$ cat src/rtl/fifo_wr_arbiter.sv
// -----------------------------------------------------------------------------
// fifo_wr_arbiter
//
// Two-producer write arbiter and occupancy controller for the shared npc
// front-end fifo. One producer is granted per cycle, round-robin. Each entry
// is tagged with its source ID in the top bit of the fifo word. Occupancy is
// tracked here because the fifo itself only reports empty. Flushes are
// sequenced through a RUN/FLUSH state machine so that no handshake can overlap
// a flush.
//
// Parameters
//   DATA_LEN    payload width per producer
//   AddR_Width  fifo address width; DEPTH = 2**AddR_Width
//
// Ports
//   clk, rstn                 clock, synchronous active-low reset
//   in0_valid/data/ready      producer 0 handshake
//   in1_valid/data/ready      producer 1 handshake
//   out_valid/ready/data/src  consumer side; data/src are sliced from fifo_rdata
//   flush                     discard all queued entries
//   full, count               occupancy status (count is 0..DEPTH)
//   fifo_wready/rready/flush  strobes to the attached fifo
//   fifo_wdata                {src, payload} written to the fifo
//   fifo_rdata                {src, payload} at the fifo head
// -----------------------------------------------------------------------------
module fifo_wr_arbiter #(
  parameter int DATA_LEN   = 32,
  parameter int AddR_Width = 6
) (
  input  logic                  clk,
  input  logic                  rstn,
  input  logic                  in0_valid,
  input  logic [DATA_LEN-1:0]   in0_data,
  output logic                  in0_ready,
  input  logic                  in1_valid,
  input  logic [DATA_LEN-1:0]   in1_data,
  output logic                  in1_ready,
  output logic                  out_valid,
  input  logic                  out_ready,
  output logic [DATA_LEN-1:0]   out_data,
  output logic                  out_src,
  input  logic                  flush,
  output logic                  full,
  output logic [AddR_Width:0]   count,
  output logic                  fifo_wready,
  output logic                  fifo_rready,
  output logic                  fifo_flush,
  output logic [DATA_LEN:0]     fifo_wdata,
  input  logic [DATA_LEN:0]     fifo_rdata
);

  localparam logic [0:0] ST_RUN   = 1'b0;
  localparam logic [0:0] ST_FLUSH = 1'b1;

  // DEPTH = 2**AddR_Width, expressed directly in count width.
  localparam logic [AddR_Width:0] DEPTH   = {1'b1, {AddR_Width{1'b0}}};
  localparam logic [AddR_Width:0] CNT_ONE = {{AddR_Width{1'b0}}, 1'b1};

  logic [0:0]          r_state;
  logic [AddR_Width:0] r_count;
  logic                r_rr;      // 0: port 0 has priority, 1: port 1

  logic                w_run;
  logic                w_acc_en;
  logic                w_grant0;
  logic                w_grant1;
  logic                w_wr;
  logic                w_rd;
  logic [AddR_Width:0] w_count_nxt;

  // A flush request blocks every handshake in the cycle it is raised, before
  // the state machine has even moved to FLUSH.
  assign w_run    = (r_state == ST_RUN) && !flush;
  assign full     = (r_count == DEPTH);
  assign w_acc_en = w_run && !full;

  // Priority port wins only on contention; a lone valid port always wins.
  // Readies never look at out_ready, so a full queue stays closed even when
  // the head is being read in the same cycle.
  assign w_grant0 = w_acc_en && in0_valid && (!in1_valid || !r_rr);
  assign w_grant1 = w_acc_en && in1_valid && (!in0_valid ||  r_rr);

  assign in0_ready   = w_grant0;
  assign in1_ready   = w_grant1;
  assign w_wr        = w_grant0 || w_grant1;
  assign fifo_wready = w_wr;
  assign fifo_wdata  = w_grant0 ? {1'b0, in0_data} : {1'b1, in1_data};

  // Head is only exposed once it is registered in count: a write into an
  // empty queue does not pass through in the same cycle.
  assign out_valid   = w_run && (r_count != '0);
  assign w_rd        = out_valid && out_ready;
  assign fifo_rready = w_rd;
  assign out_data    = fifo_rdata[DATA_LEN-1:0];
  assign out_src     = fifo_rdata[DATA_LEN];

  assign fifo_flush  = (r_state == ST_FLUSH);
  assign count       = r_count;

  always_comb begin
    w_count_nxt = r_count;
    case ({w_wr, w_rd})
      2'b10:   w_count_nxt = r_count + CNT_ONE;
      2'b01:   w_count_nxt = r_count - CNT_ONE;
      default: w_count_nxt = r_count;
    endcase
  end

  always_ff @(posedge clk) begin
    if (!rstn) begin
      r_state <= ST_RUN;
      r_count <= '0;
      r_rr    <= 1'b0;
    end else begin
      case (r_state)
        ST_RUN:   if (flush)  r_state <= ST_FLUSH;
        ST_FLUSH: if (!flush) r_state <= ST_RUN;
        default:  r_state <= ST_RUN;
      endcase

      if (r_state == ST_FLUSH) begin
        r_count <= '0;
      end else begin
        r_count <= w_count_nxt;
      end

      // Priority passes to the port that was not just served.
      if (w_grant0) begin
        r_rr <= 1'b1;
      end else if (w_grant1) begin
        r_rr <= 1'b0;
      end
    end
  end

endmodule

$ cat config.mk
export PLATFORM = sky130hd
export DESIGN_NAME = fifo_wr_arbiter
export DESIGN_NICKNAME = d
export VERILOG_FILES = /design/src/rtl/fifo_wr_arbiter.sv
export SDC_FILE = /design/constraint.sdc
export NUM_CORES = 1
export LEC_CHECK = 0
export ABC_AREA = 1
export BUFFER_PORTS_ARGS = -buffer_cell sky130_fd_sc_hd__buf_2
export CORE_MARGIN = 1.5
export CORE_UTILIZATION = 29
export CTS_CLUSTER_DIAMETER = 80
export DETAILED_ROUTE_END_ITERATION = 10
export PLACE_DENSITY = 0.84
export RECOVER_POWER = 50
export SLEW_MARGIN = 20
export SYNTH_ARGS = -nofsm -noshare
export SYNTH_HDL_FRONTEND = slang
export SYNTH_SLANG_ARGS = --single-unit
$ cat constraint.sdc
create_clock -name clk -period 2.15 [get_ports clk]
set_input_delay 0.3225 -clock clk [delete_from_list [all_inputs] [get_ports clk]]
set_output_delay 0.3225 -clock clk [all_outputs]
set_load 0.05 [all_outputs]
; ---- After elaboration in Yosys (flattened, before gate mapping)
; Index checks and enable logic that the tools add are counted.
[op_classes]
n_bitwise = 2
magnitude_cmp = 0
shifts = 0
div_mod_pow = 0
multipliers = 0
eq_ne = 3
n_addsub = 2
mux = 5
reduce_logical = 20
[op_table]
columns = operator, count
row1 = $mux W33, 1
row2 = $pmux W7 S2, 1
row3 = $logic_and A1 B1 Y1, 8
row4 = $add A7 B1 Y7 const B, 1
row5 = $eq A7 B7 Y1 const B, 1
row6 = $reduce_bool A7 Y1, 1
row7 = $sub A7 B1 Y7 const B, 1
row8 = $logic_not A1 Y1, 5
row9 = $reduce_bool A2 Y1, 2
row10 = $logic_or A1 B1 Y1, 3
row11 = $mux W1, 3
row12 = $eq A2 B1 Y1 const B, 1
row13 = $eq A2 B2 Y1 const B, 1
row14 = $not A1 Y1, 2
row15 = $reduce_or A2 Y1, 1
[totals]
elab_cells = 35
ramBits = 0
in_bits = 103
reg_bits = 9
rom_bits = 0
memories = 0
latchBits = 0

; ---- Logic depth before layout (Yosys ltp)
[depth]
depth_word = 8
mapped_depth = 17
ltp_nobuf = 17

; ---- Worst setup path after synthesis
; Ideal clock, no wire load.
[synth_timing]
path_kind = reg-to-reg
startpoint = register r_count[1] (netlist: count[1])
endpoint = register r_count[4] (netlist: count[4])
arrival_ns = 3.727
stages_incl_launch_ff = 16
setup_slack_ns = -1.633
t_required_ns = 2.094
cell_sequence = dfxtp_1 > nor2_1 > nand2_1 > nor2_1 > nor3b_1 > ha_1 > inv_1 > fa_1 > inv_1 > nand2_1 > nand2_1 > nand2_1 > or2_2 > nand3_1 > nand2_1 > inv_1
[synth_via]
elab_cells_between_ends = 17
classes_between = 2 x add/sub / 3 x eq/ne / 1 x mux / 11 x reduce/logical
[synth_lines]
columns = element, line
row1 = "start, declared", 60  ; logic [AddR_Width:0] r_count;
row2 = "start signal, assigned", 124  ; r_count <= w_count_nxt;
row3 = $reduce_bool A7 Y1 (*), 91  ; assign out_valid = w_run && (r_count != '0);
row4 = $logic_and A1 B1 Y1 (*), 91
row5 = $logic_and A1 B1 Y1 (*), 92  ; assign w_rd = out_valid && out_ready;
row6 = named net fifo_rready, 46  ; output logic fifo_rready,
row7 = $eq A2 B1 Y1 / $eq A2 B2 Y1 (equally long branches), 102  ; case ({w_wr, w_rd})
row8 = $pmux W7 S2 / $reduce_bool A2 Y1 (equally long branches), --
; Mark *: on every way through the listed nets, which the timed path passes. The rest lies on a longest branch.
; A chain may end at the register's enable or synchronous reset.

; ---- Worst setup path in the final report
[layout_timing]
startpoint = register r_count[4] (netlist: count[4])
endpoint = register r_count[4] (netlist: count[4])
[layout_via]
elab_chain_cells = 8
elab_cells_between_ends = 17
classes_between = 2 x add/sub / 3 x eq/ne / 1 x mux / 11 x reduce/logical
[layout_lines]
columns = element, line
row1 = $eq A7 B7 Y1, 74  ; assign full = (r_count == DEPTH);
row2 = $logic_not A1 Y1, 75  ; assign w_acc_en = w_run && !full;
row3 = $logic_and A1 B1 Y1, 75
row4 = $logic_and A1 B1 Y1 (on tied branches) (2 in series), "80, 81"
row5 = $logic_or A1 B1 Y1, 85  ; assign w_wr = w_grant0 || w_grant1;
row6 = $eq A2 B1 Y1 / $eq A2 B2 Y1 (equally long branches), 102
row7 = $pmux W7 S2 / $reduce_bool A2 Y1 (equally long branches), --
; Parallel ways exist; a longest one is shown, timed or not.

==> results list <==
- Entering global routing, the biggest net connects 35 pins.
* Die outline height: 72.2 µm
- The number of global-route vias before repair is approximately 1,600.
- Pre-CTS worst setup slack: -215 ps
- Most used cell, CP: sky130_fd_sc_hd__nand2_2
- CP Max Fanout: 5
* Starting utilization of the core area: between 30% and 40%
- Counting cells, the worst reg-to-reg path comes to 16.
- Cell types with the highest counts after synthesis: 120 x sky130_fd_sc_hd__nand2_1, 36 x sky130_fd_sc_hd__buf_4, 23 x sky130_fd_sc_hd__inv_1
- In the routed design, unresolved DRC markers number 0.
- Post-Route Utilization: between 40% and 50%
- TritonCTS clock tree: yes
* Layout overhead on the synthesized area: 58.3%
* Mean instance size in the synthesized netlist: 5.60 µm²
- Worst Setup Start Kind: flop
* GRT Util Overall: 19.6%
- CP Class: reg2reg
- In this run the horizontal extent of the chip is 72.2 µm.
* Wire length of the first global-routing pass: 7780 µm
- The run finished with clean final reports.
- During I/O placement, the number of pins put on the boundary was ~180.
- The worst setup path is captured at a flop.
- Synthesis produced a netlist whose cell count is 248.
* Critical path arrival: 2320 ps
* Cell type of the slowest stage on the worst timing path: sky130_fd_sc_hd__dfxtp_4
- Total negative setup slack: 0 ps
- Max capacitance violation total: 0
- Leakage: 1.35 nW
- Total number of vias: 1,835
* Post-CTS Hold Buffers: 0
- Max incr delay on CP: around 340 ps
- After layout, the worst path uses roughly 100% of the clock period.
* Slew at the pin with the worst max-slew slack: 587 ps
- The most common cell in the synthesized netlist is sky130_fd_sc_hd__nand2_1.
- Half-perimeter wire length after detailed placement: 4820 µm
- Worst slew slack as a fraction of its limit: 61.0%
* Worst-case setup margin in the final layout: roughly 3.6 ps
* Clock skew: roughly 2.6 ps
- Summed over all instances, the cell type with the most area after synthesis is sky130_fd_sc_hd__nand2_1.
- Fraction of final layout cells with drive strength greater than 1: 52.8%
* Number of failing hold endpoints at the final stage: 0
* Maximum buffer depth of the clock tree: 2
- After detailed routing, the average wire length per cell comes to ~14 µm.
- Synth area leaders: sky130_fd_sc_hd__nand2_1 32%, sky130_fd_sc_hd__buf_4 19%, sky130_fd_sc_hd__dfxtp_1 13%
* Dominant register cell in the synthesized netlist: sky130_fd_sc_hd__dfxtp_1
- Post-Syn Area: 1390 µm²
- Net count reported at finish: ~470
- CTS built an H-tree with a depth of 1.
- The clock drives 9 sinks.
- Port bufs: roughly 120
- The floorplan step defined a core boundary enclosing roughly 4500 µm².
- TritonCTS created 3 clock buffers.
- Worst Hold Class: in2reg
- The die covers 5210 µm².
- The initial antenna violation count is 0.
- EDFF count, synth: 0
* Minimum period implied by the final worst setup slack: 2150 ps
* Clock latency of the later-clocked register in the worst-skew pair: 240 ps
- Max Freq: approximately 470 MHz
- Number of setup violations in the final report: 0
* Chain of cells forming the critical path: nor2_4 > nand4_4 > nand3_4 > inv_4 > nor2_4 > ha_4 > inv_2 > fa_2 > inv_2 > nand2_2 > nand2_2 > nand2_2 > or2_4 > nand3_2 > nand2_1 > inv_1
- Clock-pin slew was measured on the worst setup and hold paths at 50 ps.
- The number of nets handed over by synthesis was 358.
- The worst hold path passes through 3 cells.
- Global placement routability congestion: 0.887
- Setup repair after global routing could not meet its margin everywhere.
- VDD sags by at most 0.437 mV.
- Counting flops and latches in the post-synthesis netlist gives 9.
* First-pass detailed-route iteration total: 4
- 0 antenna diodes ended up in the layout.
* Detailed-route wire length: between 5000 and 6000 µm
- For this run, asynchronously set or reset flops after synthesis account for 0%.
- In this run, the number of DRC markers left after iteration 0 of detailed routing was 52.
* Number of warnings issued by yosys: 0
* Cell at the root of the clock tree: sky130_fd_sc_hd__clkbuf_8
- Of the synthesized area, sequential elements account for 13.0%.
- Counting the fill cells in the layout gives 455.
- The max-slew violation count is 0.
- Std-Cell Rows: 24
- Crit path required time: between 2000 and 2500 ps
- The total overflow left after global routing is 0.
* Cell variety after synth: 21
- Via count normalized by instance count: 4.50
- ANT nets after route: 0
* Portion of synthesized cell area occupied by the leading cell type: 32.4%
* Pwr Density: 628 nW/µm²
==> final timing paths <==
kind / from / to / slack [ps]
worst max-delay path: count[4]$_SDFFE_PP0P_ / count[4]$_SDFFE_PP0P_ / 4
worst min-delay path: rstn / fifo_flush$_SDFF_PN0_ / 310
worst max register to register: count[4]$_SDFFE_PP0P_ / count[4]$_SDFFE_PP0P_ / 4
worst min register to register: r_rr$_SDFFE_PN0P_ / r_rr$_SDFFE_PN0P_ / 570
==> kinds of logic after synthesis <==
kind of cell               synth area share, %
buffers and inverters                     28.8
xor gates and xnor gates                  1.26
DFF                                       13.0
adders and majority gates                 6.85
and+or+nand+nor                           45.0
AOI/OAI and AO/OA                         5.05
==> metrics by stage <==
stage | hold slack, ps | cell area (µm²) | cells | total power, mW
final | 311 | 2200 | 408 | 1.38
after global routing | 327 | 2200 | 408 | 1.46
after CTS | 312 | 2110 | 405 | 1.34
after detailed placement | 552 | 1980 | 398 | 1.10
after global placement | 545 | 1980 | 398 | 1.08
after floorplan | 415 | 1480 | 248 | 0.999
==> layout by cell type, fill, tap and decap left out, types with 5 or more instances in the layout <==
cell type and n:
sky130_fd_sc_hd__nand2_1 115, sky130_fd_sc_hd__buf_2 113, sky130_fd_sc_hd__buf_4 26, sky130_fd_sc_hd__inv_1 18
sky130_fd_sc_hd__nor2_1 10, sky130_fd_sc_hd__dfxtp_4 8, sky130_fd_sc_hd__a21oi_1 6, sky130_fd_sc_hd__nor2_4 5
sky130_fd_sc_hd__inv_2 5, sky130_fd_sc_hd__nand3_2 5, sky130_fd_sc_hd__nand3_1 5, sky130_fd_sc_hd__ha_4 5
==> power by group <==
group          switching (mW)  internal [mW]  leakage (nW)
clock network          0.0737          0.130        0.0228
logic                   0.632          0.329          1.25
registers              0.0221          0.193        0.0794
total                   0.728          0.653          1.35
==> layer usage <==
metal  share of wire, %  global-route usage [%]
met1                 31                    17.1
met2                 59                    41.7
met3                 10                    7.78
met4               0.29                    2.52
met5                  0                       0
==> cell type report <==
class	count	area, µm²	share of cell area [%]
Clock buffer	4	45.0	2.05
Inverter	25	96.3	4.38
Multi-Input combinational cell	175	998	45.4
Sequential cell	9	210	9.56
Tap cell	52	65.1	2.96
Timing Repair Buffer	143	783	35.6
==> flip-flops by register name (all words and copies together), names as in the netlist <==
signal and count:
count 7, fifo_flush 1, r_rr 1
==> worst max-delay path, delay by kind of cell, from the launching register on <==
family,cells,cell delay (ps)
fa+ha+maj,2,530
simple gates,10,1000
buf+inv,4,200
flops,1,340
==> repair_timing <==
action	CTS	global route
cloned	0	0
endpoints found under the setup margin	5	30
buffers inserted	3	3
resized for setup	9	15
pin swaps	8	6
(Power assumes the default switching activity.)
